--- src/rtl/hiscore_ram_responder.sv ---
// ============================================================================
// Module      : hiscore_ram_responder
// Description : Takes the work RAM from the Z80 via BUSRQ/BUSAK and services
//               hiscore save/restore reads and writes.
// Revision    : 1.0 - initial release
// ============================================================================
`default_nettype none

module hiscore_ram_responder #(
  parameter logic [15:0] RAM_BASE      = 16'h6000,
  parameter int          RAM_AW        = 12,
  parameter int          BUSAK_TIMEOUT = 255
) (
  input  logic              I_CLK_24576M,
  input  logic              I_RESETn,
  input  logic              hs_access,
  input  logic [15:0]       hs_address,
  input  logic [7:0]        hs_data_in,
  input  logic              hs_write,
  output logic [7:0]        hs_data_out,
  input  logic [RAM_AW-1:0] cpu_addr,
  input  logic [7:0]        cpu_dout,
  input  logic              cpu_ram_we,
  output logic              O_BUSRQn,
  input  logic              I_BUSAKn,
  output logic [RAM_AW-1:0] ram_addr,
  output logic [7:0]        ram_din,
  output logic              ram_we,
  input  logic [7:0]        ram_dout,
  output logic              o_grant,
  output logic              o_timeout
);

  localparam int              CW          = (BUSAK_TIMEOUT < 1) ? 1 : $clog2(BUSAK_TIMEOUT + 1);
  localparam logic [CW-1:0]   C_TIMEOUT   = CW'(BUSAK_TIMEOUT);
  localparam logic [16:0]     C_WIN_SIZE  = 17'd1 << RAM_AW;

  typedef enum logic [1:0] {
    S_IDLE    = 2'd0,
    S_REQ     = 2'd1,
    S_GRANT   = 2'd2,
    S_RELEASE = 2'd3
  } state_t;

  state_t            r_state;
  state_t            w_state_nxt;
  logic              w_set_timeout;
  logic              w_busrq_n;
  logic              w_grant;

  logic              r_busak_s1;
  logic              r_busak_s2;
  logic [CW-1:0]     r_cnt;
  logic              r_timeout;

  logic [15:0]       w_offset;
  logic              w_in_win;

  logic [RAM_AW-1:0] r_hs_addr;
  logic [7:0]        r_hs_data;
  logic              r_hs_we;
  logic              r_hs_rd;
  logic              r_hs_v1;
  logic              r_hs_rd_d;
  logic              r_hs_v2;
  logic [7:0]        r_hs_dout;

  // Unsigned wrap makes addresses below RAM_BASE land far outside the window.
  assign w_offset = hs_address - RAM_BASE;
  assign w_in_win = ({1'b0, w_offset} < C_WIN_SIZE);

  always_ff @(posedge I_CLK_24576M) begin
    if (!I_RESETn) begin
      r_busak_s1 <= 1'b1;
      r_busak_s2 <= 1'b1;
    end else begin
      r_busak_s1 <= I_BUSAKn;
      r_busak_s2 <= r_busak_s1;
    end
  end

  always_ff @(posedge I_CLK_24576M) begin
    if (!I_RESETn) begin
      r_state <= S_IDLE;
    end else begin
      r_state <= w_state_nxt;
    end
  end

  // Dropping hs_access wins over a BUSAK that arrives in the same clock.
  always_comb begin
    w_state_nxt   = r_state;
    w_set_timeout = 1'b0;
    w_busrq_n     = 1'b0;
    w_grant       = 1'b0;
    case (r_state)
      S_IDLE: begin
        w_busrq_n = 1'b1;
        if (hs_access) begin
          w_state_nxt = S_REQ;
        end
      end
      S_REQ: begin
        if (!hs_access) begin
          w_state_nxt = S_IDLE;
        end else if (!r_busak_s2) begin
          w_state_nxt = S_GRANT;
        end else if (r_cnt == C_TIMEOUT) begin
          w_state_nxt   = S_GRANT;
          w_set_timeout = 1'b1;
        end
      end
      S_GRANT: begin
        w_grant = 1'b1;
        if (!hs_access) begin
          w_state_nxt = S_RELEASE;
        end
      end
      S_RELEASE: begin
        w_state_nxt = S_IDLE;
      end
      default: begin
        w_state_nxt = S_IDLE;
        w_busrq_n   = 1'b1;
      end
    endcase
  end

  always_ff @(posedge I_CLK_24576M) begin
    if (!I_RESETn) begin
      r_cnt     <= '0;
      r_timeout <= 1'b0;
    end else begin
      if ((r_state == S_REQ) && (w_state_nxt == S_REQ)) begin
        r_cnt <= r_cnt + 1'b1;
      end else begin
        r_cnt <= '0;
      end
      if (w_set_timeout) begin
        r_timeout <= 1'b1;
      end
    end
  end

  // Three-stage access pipeline; valid bits keep hs_data_out from being
  // overwritten by stale stages in the first clocks of a fresh grant.
  always_ff @(posedge I_CLK_24576M) begin
    if (!I_RESETn) begin
      r_hs_addr <= '0;
      r_hs_data <= 8'h00;
      r_hs_we   <= 1'b0;
      r_hs_rd   <= 1'b0;
      r_hs_v1   <= 1'b0;
      r_hs_rd_d <= 1'b0;
      r_hs_v2   <= 1'b0;
      r_hs_dout <= 8'hFF;
    end else begin
      if (w_grant) begin
        r_hs_addr <= hs_address[RAM_AW-1:0];
        r_hs_data <= hs_data_in;
        r_hs_we   <= hs_write & w_in_win;
        r_hs_rd   <= w_in_win & ~hs_write;
        r_hs_v1   <= 1'b1;
      end else begin
        r_hs_we   <= 1'b0;
        r_hs_v1   <= 1'b0;
      end
      r_hs_rd_d <= r_hs_rd;
      r_hs_v2   <= r_hs_v1 & w_grant;
      if (w_grant && r_hs_v2) begin
        r_hs_dout <= r_hs_rd_d ? ram_dout : 8'hFF;
      end
    end
  end

  always_comb begin
    ram_addr = cpu_addr;
    ram_din  = cpu_dout;
    ram_we   = cpu_ram_we;
    if (w_grant) begin
      ram_addr = r_hs_addr;
      ram_din  = r_hs_data;
      ram_we   = r_hs_we;
    end
  end

  assign O_BUSRQn    = w_busrq_n;
  assign o_grant     = w_grant;
  assign o_timeout   = r_timeout;
  assign hs_data_out = r_hs_dout;

endmodule

`default_nettype wire

--- config.mk ---
export PLATFORM = sky130hd
export DESIGN_NAME = hiscore_ram_responder
export DESIGN_NICKNAME = d
export VERILOG_FILES = /design/src/rtl/hiscore_ram_responder.sv
export SDC_FILE = /design/constraint.sdc
export NUM_CORES = 1
export LEC_CHECK = 0
export ABC_AREA = 1
export BUFFER_PORTS_ARGS = -buffer_cell sky130_fd_sc_hd__clkbuf_2
export CAP_MARGIN = 30
export CORE_MARGIN = 3
export CORE_UTILIZATION = 30
export CTS_CLUSTER_SIZE = 40
export DETAILED_ROUTE_END_ITERATION = 8
export PLACE_DENSITY = 0.66
export SLEW_MARGIN = 20
export SYNTH_ARGS = -nofsm -noshare
export SYNTH_HDL_FRONTEND = slang
export SYNTH_SLANG_ARGS = --single-unit
--- constraint.sdc ---
create_clock -name I_CLK_24576M -period 1.08 [get_ports I_CLK_24576M]
set_input_delay 0 -clock I_CLK_24576M [delete_from_list [all_inputs] [get_ports I_CLK_24576M]]
set_output_delay 0 -clock I_CLK_24576M [all_outputs]
set_load 0.05 [all_outputs]
After elaboration in Yosys (flattened, before gate mapping):

Index checks and enable logic that the tools add are counted.

* register bits after elaboration: 46
* ROM bits: 0
* output and inout port bits: 32
* latch bits: 0
* input port bits: 58
* bits in writable memories: 0
* logic and storage cells: 47
* memories kept: 0

* magnitude comparators: 1
* $mul: 0
* multiplexer cells: 17
* divide/modulo/power cells: 0
* equal/unequal tests: 5
* shift-type cells: 0
* bitwise gates (word level): 4
* add/sub/neg operators: 2
* reduce and logical (&&, ||, !) cells: 5

Operators with widths (number)
* 16-bit by 13-bit less-than comparator with 1-bit output (second input constant): 1
* 8-bit 2-to-1 mux: 2
* 16-bit by 15-bit subtractor with 16-bit output (second input constant): 1
* 12-bit 2-to-1 mux: 1
* 2-bit 2-to-1 mux: 5
* 8-bit by 1-bit adder with 8-bit output (second input constant): 1
* 8-bit equality test (second input constant): 1
* 1-bit 2-to-1 mux: 8
* 2-bit one-hot mux with 4 select lines: 1
* 2-bit by 1-bit equality test with 1-bit output (second input constant): 2
* 2-bit equality test (second input constant): 2
* 2-bit AND reduction: 2
* 1-bit AND: 3
* 1-bit logical AND: 2
* 2-bit logical NOT: 1
* 1-bit NOT: 1

Logic depth before layout (Yosys ltp):

Gate-level depths: netlist (run 1).

* depth after elaboration: 8
* mapped depth: 7
* depth with buffers taken out: 7

Least setup slack after synthesis (run 1):

No wires, ideal clock.

* path type: register to output
* start: reg r_state[1]
* end: out ram_addr[10]
* path buffers: 1
* slack: -0.148 ns
* arrival: 1.228 ns
* required time: 1.080 ns
* stages on the path, launching flop included: 6
* path through: dfxtp_1 nand2_4 inv_6 buf_4 nand2_1 nand2_1

* word-level cells in the longest chain between the ends: 3

RTL lines
* from (decl): RTL line 45 `state_t r_state;`
* from (signal assigned): RTL line 86 `r_state <= w_state_nxt;`
* 2-bit equality test: RTL line 96 `case (r_state)`
* 1-bit 2-to-1 mux: RTL line 96
* via o_grant: RTL line 30 `output logic o_grant,`
* 12-bit 2-to-1 mux: RTL line 180 `if (w_grant) begin`
* to (decl): RTL line 26 `output logic [RAM_AW-1:0] ram_addr,`

The timed path passes the listed nets, and every way through them passes these cells.

Worst setup path after layout (run 1):

* start: reg r_state[0]
* end: out ram_addr[5]

* word-level cells in the longest chain between the ends: 3

RTL lines (RTL line)
* 2-bit equality test: 96
* 1-bit 2-to-1 mux: 96
* 12-bit 2-to-1 mux: 180

Every way passes these cells.

==> flow_summary.toml, run 1 <==
[drt]
final_antenna_net_count = 0
post_drt_via_cell_ratio = 4.57
detail_route.drc_violations = 0
wl_met2_um = 3840
routed_vias = 2423
detail_route.first_pass.iterations = 4
detail_route.wirelength.met1_um = 2930
detailed_routed_wire_length_on_met3_um = 288
drt-total-wl_um = 7130
post_drt_wl_per_cell_um = 13.5
highest_layer = "met4"
detailedRoute.firstIterationViolations = 69

[synth]
synthDominantCellAreaShare_pct = 45.7
yosys.cell_types.count = 26
netlist_area_um2 = 2020
postSynthRegisterBits = 46
synth-edff-count = 0
syn-mean-instance-area_um2 = 6.98
synth_top_cell_by_area = "dfxtp_1"
number_of_warnings_reported_in_the_yosys_synthesis_log = 0
synth.net_count = 349
syn_inst = 289
yosysSeqAreaShare_pct = 45.7
synth_async_sr_flop_share_pct = 0
synthTopCellsByArea = "dfxtp_1 46%, nand2_1 17%, nor2_1 11%, o21ai_0 6.5%, inv_1 2.6%"
synth_top_flop_cell = "dfxtp_1"

[sta]
hold_violations = 1
tightestPinTransition_ps = 388
grt_setup_unrepaired = "true"
fin_ws_ps = -277
fmax_mhz = 737
relSlewSlack_pct = 74.1
clock-skew-final_ps = 6.40
final-setup-viol-count = 64
hold-worst-slack_ps = -23.9
timing_max_transition_violations_final = 0
final_period_minus_worst_setup_slack_ps = 1360
final.period_utilization_pct = 126

[finish]
post_route_cells_drive_above_1_share_pct = 57.6
multi_input_area_um2 = 1410
diodes = 0
finalNonFillerCells = 530
n_fill_cell = 503
seqCellArea_um2 = 926
area.growth.synth_to_final_pct = 115
final_nets = 512
stdcell_area_um2 = 4340

[placement]
placedCellCount = 462
placed_area_um2 = 2730
place_worst_setup_slack_ps = -145
routabilityCongestion = 0.725
portBuffers = 89
total_half_perimeter_wirelength_after_legalization_and_detailed_placement_um = 3620

[clock_network]
htree_levels = 2
clk_pin_slew_worst_paths_ps = 80
cts.sink_count = 46
tritoncts = "built"
clk_path_buf_depth = 2
cts_root_buffer = "clkbuf_8"
insertion_delay_ps = 300
numCtsBuffers = 5

[grt]
grt_start_max_net_pins = 22
grt_antenna_before_repair = 0
global_route_wire_length_before_repair_um = 10200
vias_in_the_first_global_route = 2302
gr-usage-all-layers_pct = 16.8
grt.overflow.total = 0

[floorplan]
core_region_area_um2 = 6420
die_wd_um = 88.0
die-height_um = 88.0
num_rows = 29
ioPinCount = 90
effective_utilization_at_floorplan_pct = 31.4
die_area_um2 = 7740

[setup_path]
cell_count_along_the_critical_path = 7
critPathBufInv = 4
worst_ep_required_time_ps = 1080
crit-reg2reg-launch = "r_state[0]$_SDFF_PN0_"
ff2ff_path_depth = 9
critPathCaptureType = "output pin"
timing.critical_path.fanout_max = 6
critical_path.reg2reg.endpoint = "r_hs_data[7]$_SDFFE_PN0P_"
crit_top_cell = "nand2_4"
start_kind = "flip-flop"
sequence_of_cells_on_the_critical_path = "inv_2 -> nand2_4 -> buf_12 -> buf_16 -> nand2_4 -> nand2_4 -> clkbuf_16"
crit_family = "buffers and inverters"
crit_type = "flip-flop to output pin"
critical-path-slowest-cell = "dfxtp_2"
crit_path_max_incr_delay_ps = 340
timing.reg2reg.setup_slack_ps = -200
cp_data_arrival_time_ps = 1360

[power]
power_per_cell_area_nw_per_um2 = 863
peakVddDrop_mv = 0.514
cellLeakagePower_nw = 1.95

[worst_hold_path]
hold-path-endpoint = "r_hs_addr[2]$_SDFFE_PN0P_"
hold_path.class = "input pin to flip-flop"
whs_path_depth = 3
hold_path.startpoint = "hs_address[2]"

[job]
cap_violations = 0

[outcome]
violations = "hold timing, setup timing"
status = "finished, violations left"
worst reg2reg max path: cells and delay by family (launching register included):
kind	cells	cell delay, ps
buffers and inverters	6	570
DFF	1	350
and+or+nand+nor	3	270
area by class of cell:
cell class | instances | area share (%)
inverters | 18 | 2.13
clock inverters | 2 | 0.288
well taps | 77 | 2.22
flip-flops and latches | 46 | 21.3
clock buffers | 6 | 1.90
repair inverters | 3 | 1.33
multi-input cells | 214 | 32.6
repair buffers | 164 | 38.2
cells in the final DEF, fill, tap and decap left out, types with 2 or more instances in the layout:
cell type / n
clkbuf_2: 66
dfxtp_1: 42
nand2_1: 41
nor2_1: 36
nand2_2: 30
dlygate4sd3_1: 30
nand2_4: 23
o21ai_2: 16
buf_6: 16
buf_8: 16
buf_4: 16
nor2_2: 15
o21ai_1: 13
clkbuf_16: 13
inv_1: 11
nor2_4: 10
nand3_1: 7
clkbuf_8: 6
a21oi_1: 4
a21oi_2: 4
dfxtp_2: 4
buf_12: 4
inv_2: 3
xnor2_1: 3
buf_16: 3
inv_4: 2
inv_8: 2
or2_2: 2
nand4_1: 2
xor2_1: 2
kinds of logic (layout without fill, tap and decap cells):
| kind of cell | Yosys count | in the layout | share of synthesized area, % |
|---|---|---|---|
| flip-flops | 46 | 46 | 45.7 |
| adder cells (fa/ha/maj) | 2 | 2 | 1.24 |
| AND/OR/NAND/NOR | 168 | 169 | 33.9 |
| XOR/XNOR | 5 | 5 | 2.17 |
| AO/OA/AOI/OAI | 38 | 38 | 9.43 |
| buffers and inverters | 30 | 193 | 7.57 |
synthesized netlist by cell type (all sizes together), types with 2 or more instances:
cell and number:
a21oi 8, dfxtp 46, inv 18, nor2 61
nand3 8, nand2 94, nand4 2, xor2 2
o21ai 30, clkbuf 3, or2 2, buf 9
xnor2 3, ha 2
layer usage:
| layer | vias up | track usage [%] |
|---|---|---|
| met5 | - | 0 |
| met1 | 1124 | 20.3 |
| met4 | 0 | 4.18 |
| li1 | 1234 | - |
| met3 | 7 | 3.48 |
| met2 | 58 | 30.2 |
what timing repair did:
action,4_1_cts,5_1_grt
hold endpoints to repair,30,0
hold buffers,30,0
gates resized for setup,125,119
setup buffers,6,17
pin swaps,4,29
setup endpoints to repair,55,64
cloned,5,5
power breakdown:
part | internal, mW | leakage [nW] | switching [mW]
logic | 0.469 | 1.53 | 0.450
registers | 1.71 | 0.374 | 0.0148
clock network | 0.515 | 0.0472 | 0.582
total | 2.70 | 1.95 | 1.05
per-stage QoR:
| stage | util, % | total power [mW] | setup TNS, ps |
|---|---|---|---|
| 2_1_floorplan | - | 2.11 | -84.4 |
| 3_3_place_gp | 42.6 | 2.28 | -2690 |
| 3_5_place_dp | 42.6 | 2.29 | -3840 |
| 4_1_cts | 58.7 | 3.68 | -7500 |
| 5_1_grt | 67.6 | 3.90 | -14390 |
| 6_report | 67.6 | 3.75 | -11100 |
how the worst max path moves through the flow:
stage / startpoint / end / slack (ps)
finish: r_state[0]$_SDFF_PN0_ / ram_addr[5] / -280
global route: r_state[0]$_SDFF_PN0_ / ram_we / -320
CTS: r_state[0]$_SDFF_PN0_ / ram_addr[6] / -280
detailed placement: r_state[0]$_SDFF_PN0_ / hs_data_out[6]$_SDFFE_PN1P_ / -150
global placement: r_state[0]$_SDFF_PN0_ / hs_data_out[1]$_SDFFE_PN1P_ / -90
floorplan: r_state[1]$_SDFF_PN0_ / ram_addr[10] / -9
state kept, by name, summed over array words and instances (netlist names):
signal and count:
r_hs_addr 12, hs_data_out 8, r_cnt 8, r_hs_data 8
r_state 2, o_timeout 1, r_busak_s1 1, r_busak_s2 1
r_hs_rd 1, r_hs_rd_d 1, r_hs_v1 1, r_hs_v2 1
r_hs_we 1
No activity file was read; power rests on OpenSTA's default activity.
==> run 2, diff against run 1 <==
- SKIP_LAST_GASP: not set -> 1
==> flow_summary.toml, run 2 (synthesis gave the netlist of run 1 again) <==
[drt]
detailedRoute.firstIterationViolations = 52
post_drt_via_cell_ratio = 4.55
drt-total-wl_um = 7150
routed_vias = 2413
detail_route.first_pass.iterations = 4
final_antenna_net_count = 0
detail_route.drc_violations = 0
post_drt_wl_per_cell_um = 13.5

[clock_network]
cts_root_buffer = "clkbuf_8"
cts.sink_count = 46
clk_pin_slew_worst_paths_ps = 90
tritoncts = "built"
numCtsBuffers = 5
insertion_delay_ps = 300
htree_levels = 2
clk_path_buf_depth = 2

[outcome]
status = "finished, violations left"
violations = "hold timing, setup timing"

[finish]
most_common_cell_after_layout_fill_and_taps_aside = "clkbuf_2"
area.growth.synth_to_final_pct = 116
post-route-util_pct = 67.7
largest_register_ffs = 12
finalNonFillerCells = 530
n_fill_cell = 508
post_route_cells_drive_above_1_share_pct = 58.3
most_frequent_cells_in_the_layout = "66 x clkbuf_2, 42 x nand2_1, 42 x dfxtp_1, 33 x nor2_1, 30 x dlygate4sd3_1"
largest-register = "r_hs_addr"
final_nets = 512
diodes = 0

[sta]
fin_ws_ps = -285
clock-skew-final_ps = 6.45
timing_max_transition_violations_final = 0
final-setup-viol-count = 63
relSlewSlack_pct = 73.8
tightestPinTransition_ps = 393
hold_violations = 1
hold-worst-slack_ps = -29.9
fmax_mhz = 732
grt_setup_unrepaired = "true"
final.period_utilization_pct = 126
final_period_minus_worst_setup_slack_ps = 1370

[grt]
grt.overflow.total = 0
grt_antenna_before_repair = 0
global_route_wire_length_before_repair_um = 10200
gr-usage-all-layers_pct = 16.8
grt_start_max_net_pins = 22
vias_in_the_first_global_route = 2297

[floorplan]
core_region_area_um2 = 6420
die_wd_um = 88.0
ioPinCount = 90
effective_utilization_at_floorplan_pct = 31.4
num_rows = 29
die_area_um2 = 7740
die-height_um = 88.0

[worst_hold_path]
hold_path.class = "input pin to flip-flop"

[setup_path]
timing.critical_path.fanout_max = 5
cp_data_arrival_time_ps = 1370
start_kind = "flip-flop"
worst_ep_required_time_ps = 1080
crit_type = "flip-flop to output pin"
critPathCaptureType = "output pin"

[power]
power_per_cell_area_nw_per_um2 = 864
cellLeakagePower_nw = 1.96
peakVddDrop_mv = 0.517

[job]
cap_violations = 0

[placement]
total_half_perimeter_wirelength_after_legalization_and_detailed_placement_um = 3620
placedCellCount = 462
routabilityCongestion = 0.725
portBuffers = 89
-- run 2: cell count changes in the layout (fill, tap and decap cells not counted), moves of 2 or more --
| cell | delta |
|---|---|
| nor2_1 | -3 |
| buf_6 | -7 |
| nor2_4 | +2 |
| o21ai_0 | +3 |
| o21ai_1 | -4 |
| buf_4 | +5 |
-- run 2: power breakdown --
part           total [mW]  internal [mW]  switching, mW
combinational       0.918          0.468          0.449
clock                1.11          0.515          0.595
sequential           1.73           1.71         0.0152
total                3.76           2.70           1.06
-- run 2: path summary, 6_finish.rpt --
path                              start  slack [ps]  cells after the start                          end
setup reg to reg  r_state[0]$_SDFF_PN0_        -180                      9  hs_data_out[0]$_SDFFE_PN1P_
setup / recovery  r_state[0]$_SDFF_PN0_        -290                      7                 ram_addr[10]
hold reg to reg   r_busak_s1$_SDFF_PN1_         420                      1        r_busak_s2$_SDFF_PN1_
hold / removal            hs_address[2]         -30                      3    r_hs_addr[2]$_SDFFE_PN0P_
-- run 2: stage by stage --
stage / setup WS, ps / TNS, ps / total power [mW] / cell area, um2 / hold slack, ps
floorplan: -9.38 / -84.4 / 2.11 / 2110 / 107
global placement: -92.6 / -2690 / 2.28 / 2730 / 190
finish: -285 / -10820 / 3.76 / 4350 / -29.9
global route: -328 / -14380 / 3.90 / 4350 / 10.6
CTS: -276 / -7640 / 3.67 / 3770 / 0.989
detailed placement: -145 / -3840 / 2.29 / 2730 / 193
-- run 2: area by class of cell --
cell class                 instances  area (um2)  area share (%)
timing repair buffer             164        1650            37.9
tap                               77        96.3            2.22
inverter                          18        92.6            2.13
clock inverter                     2        12.5           0.288
multi-input combinational        214        1430            33.0
clock buffer                       6        82.6            1.90
sequential                        46         926            21.3
timing repair inverter             3        57.6            1.32
-- run 2: worst max-delay path, cell delays in order, from the launching register on --
cell,delay (ps)
dfxtp_2,340
inv_2,70
nand2_4,80
buf_12,140
buf_16,140
nand2_4,80
nand2_4,50
clkbuf_16,160
-- run 2: repair_timing --
item	in CTS	in global routing
gates cloned	5	5
setup endpoints to repair	55	64
setup buffers	6	17
hold buffers	30	0
pin swaps	4	33
gates resized for setup	114	128
endpoints found under the hold margin	30	0
-- run 2: layer usage --
metal	GRT usage, %	part of all wire (%)
met5	0	0
met4	4.18	1.3
met3	3.48	4.0
met2	30.1	53
met1	20.3	42
